<file path="src/rtl/fpu_op_scheduler.sv">
// fpu_op_scheduler
//   Single-issue sequencer in front of the FPU add/mul/div/sub units. It accepts one
//   tagged request (valid/ready), decodes the opcode, starts exactly one unit, waits
//   for that unit's done, and returns the result on a valid/ready response port.
//   The units see operands only while a request is issued. At all other times the
//   operand buses are zero.
//
//   Optional feature: define FPU_SCHED_TIMEOUT_EN to add a WAIT-cycle limit of TIMEOUT
//   cycles. When the limit expires, the scheduler returns an error response (qNaN,
//   rsp_err=1). Without the macro, WAIT waits indefinitely.
//
// Ports
//   clk, rst_n          clock (rising edge) and asynchronous active-low reset
//   req_valid/ready     request handshake; ready only in IDLE
//   req_op              0=add 1=mul 2=div 3=sub; 4..15 illegal
//   req_a, req_b        IEEE-754 single operands
//   req_tag             opaque tag echoed on the response
//   unit_start          one-hot start pulse, bit index = opcode
//   unit_a, unit_b      latched operands to the units
//   unit_done           per-unit done pulse, bit index = opcode
//   unit_result         packed unit results, slice k = unit k
//   rsp_valid/ready     response handshake
//   rsp_result          result, 32'h7FC0_0000 on error
//   rsp_tag, rsp_err    echoed tag and error flag (illegal opcode or timeout)
//   busy                scheduler not in IDLE
module fpu_op_scheduler #(
  parameter int unsigned TAG_W   = 4,
  parameter int unsigned TIMEOUT = 64
) (
  input  logic             clk,
  input  logic             rst_n,
  input  logic             req_valid,
  output logic             req_ready,
  input  logic [3:0]       req_op,
  input  logic [31:0]      req_a,
  input  logic [31:0]      req_b,
  input  logic [TAG_W-1:0] req_tag,
  output logic [3:0]       unit_start,
  output logic [31:0]      unit_a,
  output logic [31:0]      unit_b,
  input  logic [3:0]       unit_done,
  input  logic [127:0]     unit_result,
  output logic             rsp_valid,
  input  logic             rsp_ready,
  output logic [31:0]      rsp_result,
  output logic [TAG_W-1:0] rsp_tag,
  output logic             rsp_err,
  output logic             busy
);

  typedef enum logic [1:0] {S_IDLE, S_ISSUE, S_WAIT, S_RESP} state_e;

  localparam logic [31:0] QNAN = 32'h7FC0_0000;

  state_e           state_q;
  logic [1:0]       op_q;
  logic [3:0]       unit_start_q;
  logic [31:0]      unit_a_q;
  logic [31:0]      unit_b_q;
  logic             rsp_valid_q;
  logic [31:0]      rsp_result_q;
  logic [TAG_W-1:0] rsp_tag_q;
  logic             rsp_err_q;

  logic             op_done_d;
  logic [31:0]      op_result_d;

  // Only the issued unit's done bit and result slice are ever looked at.
  always_comb begin
    op_done_d   = unit_done[op_q];
    op_result_d = unit_result[{op_q, 5'd0} +: 32];
  end

`ifdef FPU_SCHED_TIMEOUT_EN
  localparam int unsigned CNT_W = ($clog2(TIMEOUT + 1) > 8) ? $clog2(TIMEOUT + 1) : 8;
  localparam logic [CNT_W-1:0] CNT_LAST = CNT_W'(TIMEOUT - 1);
  logic [CNT_W-1:0] wait_cnt_q;
`else
  // TIMEOUT has no effect without the timeout feature.
  logic unused_timeout_cfg;
  assign unused_timeout_cfg = (TIMEOUT >= 2);
`endif

  always_ff @(posedge clk or negedge rst_n) begin
    if (!rst_n) begin
      state_q      <= S_IDLE;
      op_q         <= '0;
      unit_start_q <= '0;
      unit_a_q     <= '0;
      unit_b_q     <= '0;
      rsp_valid_q  <= 1'b0;
      rsp_result_q <= '0;
      rsp_tag_q    <= '0;
      rsp_err_q    <= 1'b0;
`ifdef FPU_SCHED_TIMEOUT_EN
      wait_cnt_q   <= '0;
`endif
    end else begin
      case (state_q)
        S_IDLE: begin
          // req_ready is high throughout IDLE, so req_valid alone means a handshake.
          if (req_valid) begin
            rsp_tag_q <= req_tag;
            if (req_op < 4'd4) begin
              op_q         <= req_op[1:0];
              unit_a_q     <= req_a;
              unit_b_q     <= req_b;
              unit_start_q <= 4'b0001 << req_op[1:0];
              state_q      <= S_ISSUE;
            end else begin
              rsp_result_q <= QNAN;
              rsp_err_q    <= 1'b1;
              rsp_valid_q  <= 1'b1;
              state_q      <= S_RESP;
            end
          end
        end
        S_ISSUE: begin
          unit_start_q <= '0;
          state_q      <= S_WAIT;
`ifdef FPU_SCHED_TIMEOUT_EN
          wait_cnt_q   <= '0;
`endif
        end
        S_WAIT: begin
          // A done arriving in the limit cycle takes priority over the timeout.
          if (op_done_d) begin
            rsp_result_q <= op_result_d;
            rsp_err_q    <= 1'b0;
            rsp_valid_q  <= 1'b1;
            state_q      <= S_RESP;
          end
`ifdef FPU_SCHED_TIMEOUT_EN
          else if (wait_cnt_q == CNT_LAST) begin
            rsp_result_q <= QNAN;
            rsp_err_q    <= 1'b1;
            rsp_valid_q  <= 1'b1;
            state_q      <= S_RESP;
          end else begin
            wait_cnt_q <= wait_cnt_q + 1'b1;
          end
`endif
        end
        S_RESP: begin
          if (rsp_ready) begin
            rsp_valid_q <= 1'b0;
            rsp_err_q   <= 1'b0;
            unit_a_q    <= '0;
            unit_b_q    <= '0;
            state_q     <= S_IDLE;
          end
        end
        default: state_q <= S_IDLE;
      endcase
    end
  end

  assign req_ready  = (state_q == S_IDLE);
  assign busy       = (state_q != S_IDLE);
  assign unit_start = unit_start_q;
  assign unit_a     = unit_a_q;
  assign unit_b     = unit_b_q;
  assign rsp_valid  = rsp_valid_q;
  assign rsp_result = rsp_result_q;
  assign rsp_tag    = rsp_tag_q;
  assign rsp_err    = rsp_err_q;

endmodule

</file>
<file path="config.mk">
export PLATFORM = sky130hd
export DESIGN_NAME = fpu_op_scheduler
export DESIGN_NICKNAME = d
export VERILOG_FILES = /design/src/rtl/fpu_op_scheduler.sv
export SDC_FILE = /design/constraint.sdc
export NUM_CORES = 1
export LEC_CHECK = 0
export CAP_MARGIN = 20
export CORE_AREA = 2 2 123 125
export CTS_CLUSTER_DIAMETER = 30
export DETAILED_ROUTE_END_ITERATION = 6
export DIE_AREA = 0 0 125 127
export PLACE_DENSITY = 0.79
export SLEW_MARGIN = 10
export SYNTH_ARGS = -nofsm -noshare
export SYNTH_HDL_FRONTEND = slang
export SYNTH_SLANG_ARGS = --single-unit
</file>
<file path="constraint.sdc">
create_clock -name clk -period 3.8 [get_ports clk]
set_input_delay 0.76 -clock clk [delete_from_list [all_inputs] [get_ports clk]]
set_output_delay 0.76 -clock clk [all_outputs]
set_load 0.05 [all_outputs]
</file>
==> metrics.cfg <==
[logic_synthesis]
synth_cell_types=36
postSynthAreaPerCell_sq_um=10.7
synth-seq-area-share=0.474
synth_nets=754
synth_ff_type=dfrtp_1
synth_area_sq_mm=0.00580
yosysWarnings=0
async_flop_share=1.00
synthCells=540
synth_edf_count=0
ys_ff_latch=110

[clock_network]
htree_levels=3
cts_inserted_buffers=9
postCtsHoldBufs=0
clkSlewWorstSetupHoldPaths_ns=0.08
worstSkewPairLatency_ns=0.35
cts_setup_buffers=0
clock_sinks=110
cts.repair.resized=0
cts_root_buf=clkbuf_16
ctsLongestPathBuffers=2
cts_tree=yes

[sta]
fin_crit_ns=2.98
max_slew_margin=0.330
setup_viol=0
period_share=0.784
final_max_slew_viol_count=0
final_hold_viol_count=0
rsz0062_at_grt=no
tightest_slew_ns=1.01
tns_ns=0
setup_slack_ns=0.821
fmax_mhz=336
skew_ns=0.0137

[finish]
diodes=0
final_common_cell=clkdlybuf4s50_1
area.growth.synth_to_final_pct=60.7
nNetsFinal=1044
multi_input_area_sq_mm=0.00267
nFillCells=1129
seq_area_sq_mm=0.00275
drive_gt1_frac=0.125
layout_common_cells=clkdlybuf4s50_1, dfrtp_1, nand2_1

[global_route]
grt_max_degree=129
antenna_found_initial=0
grt_pass1_wl_mm=27.8
grt_pass1_vias=5309
grt_use_total=0.221
grt_overflow=0

[setup_path]
rrSetupSlack_ns=1.21
arrival_ns=2.22
critPathKind=reg -> out
worstPathRequired_ns=3.04
critPathLaunchType=flop
worstReg2RegStart=state_q[0]$_DFFE_PN0P_
worst_r2r_endpoint=rsp_result[2]$_DFFE_PN0P_
path_max_fanout=10
setup.worst_path.end_class=output pin
reg2reg_depth=7

[die]
io_pins=316
die_area_sq_mm=0.0159
core.rowCount=44
fp.dieW_um=125
initial_utilization=0.402
core_sq_mm=0.0144
die_y_um=127

[outcome]
status=finished, final reports clean

[drt]
dr.first_iter.drc_count=238
viasPerCell=4.97
ant_nets=0
drt_first_pass_iters=4
avgRoutedWirePerCell_um=17.1
dr_total_vias=5064
drc=0
routed_wl_mm=17.4

[power_and_ir_drop]
cellPowerDensity_mw_per_mm2=896
p_leak_nw=3.82
vdd_drop_max_mv=0.581
p_total_w=0.00836

[placed_design]
gp_congestion=0.842
dpl_worst_slack_ns=1.14
portBuffers=315
dp_hpwl_mm=13.4

[worst_hold_path]
hp-class=in -> async

[run]
cap_violations=0

cell type report:
| class | count | share of cell area |
|---|---|---|
| multi-input cells | 353 | 0.286 |
| inverters | 36 | 0.0145 |
| repair buffers | 320 | 0.346 |
| clock buffers | 11 | 0.0271 |
| well taps | 184 | 0.0247 |
| flip-flops and latches | 110 | 0.295 |
| clock inverters | 5 | 0.00671 |
worst max path at each step:
stage | to | start | depth (start not counted) | slack, ns
after floorplan | unit_a[24]$_DFFE_PN0P_ | state_q[0]$_DFFE_PN0P_ | 10 | 1.52
after global placement | rsp_result[3]$_DFFE_PN0P_ | req_valid | 6 | 1.27
after detailed placement | rsp_result[2]$_DFFE_PN0P_ | req_valid | 6 | 1.14
after CTS | busy | state_q[0]$_DFFE_PN0P_ | 4 | 0.80
after global routing | busy | state_q[0]$_DFFE_PN0P_ | 4 | 0.71
final | busy | state_q[0]$_DFFE_PN0P_ | 4 | 0.82
power by group:
group	internal, W	switching (W)	total, W
Combinational	0.00197	0.00340	0.00538
Sequential	0.00170	0.000300	0.00200
Clock	0.000552	0.000431	0.000983
layer usage:
| metal | GRT usage | routed length [um] |
|---|---|---|
| met4 | 0.0967 | 576 |
| met1 | 0.263 | 6840 |
| met5 | 0 | 0 |
| met3 | 0.0536 | 1120 |
| met2 | 0.383 | 8900 |
sequential cells by signal, indices dropped and copies added, names as in the netlist:
signal / count
rsp_tag: 4
rsp_err: 1
op_q: 2
unit_a: 32
state_q: 2
unit_start: 4
rsp_result: 32
rsp_valid: 1
unit_b: 32
critical path: stages, from the launching register on:
cell             delay (ns)
dfrtp_1                0.43
inv_1                  0.11
ha_1                   0.34
inv_1                  0.16
clkdlybuf4s50_1        0.83
through the flow:
step / hold slack, ns / area, sq um / instances / util
2_1_floorplan: 0.464 / 5800 / 540 / -
3_3_place_gp: 0.461 / 9010 / 1003 / 0.625
3_5_place_dp: 0.464 / 9010 / 1003 / 0.625
4_1_cts: 0.428 / 9330 / 1019 / 0.647
5_1_grt: 0.456 / 9330 / 1019 / 0.647
6_report: 0.405 / 9330 / 1019 / 0.647
cells in the mapped netlist, types with 4 or more instances:
| library cell | n | share of area |
|---|---|---|
| nand3_1 | 6 | 0.0052 |
| buf_4 | 5 | 0.0065 |
| mux4_2 | 32 | 0.12 |
| mux2_2 | 8 | 0.016 |
| dfrtp_1 | 110 | 0.47 |
| a311oi_1 | 9 | 0.014 |
| nor2_1 | 14 | 0.0091 |
| nor2b_1 | 5 | 0.0054 |
| ha_1 | 6 | 0.013 |
| inv_1 | 36 | 0.023 |
| nand2b_1 | 66 | 0.071 |
| nand3_2 | 17 | 0.029 |
| nor3_1 | 9 | 0.0078 |
| o21ai_2 | 17 | 0.026 |
| nand2_1 | 74 | 0.048 |
| clkbuf_1 | 13 | 0.0084 |
| buf_2 | 12 | 0.010 |
| o21ai_0 | 70 | 0.060 |
| buf_6 | 6 | 0.012 |
| o21ai_1 | 4 | 0.0034 |
cells by family (layout without fill, tap and decap cells):
group	Yosys count	after routing	synth area share
DFF	110	110	0.474
buffers and inverters	77	372	0.0688
AOI/OAI and AO/OA	110	110	0.118
and+or+nand+nor	194	194	0.181
adders and majority gates	6	6	0.0129
muxes	43	43	0.145
(Power assumes the default switching activity.)
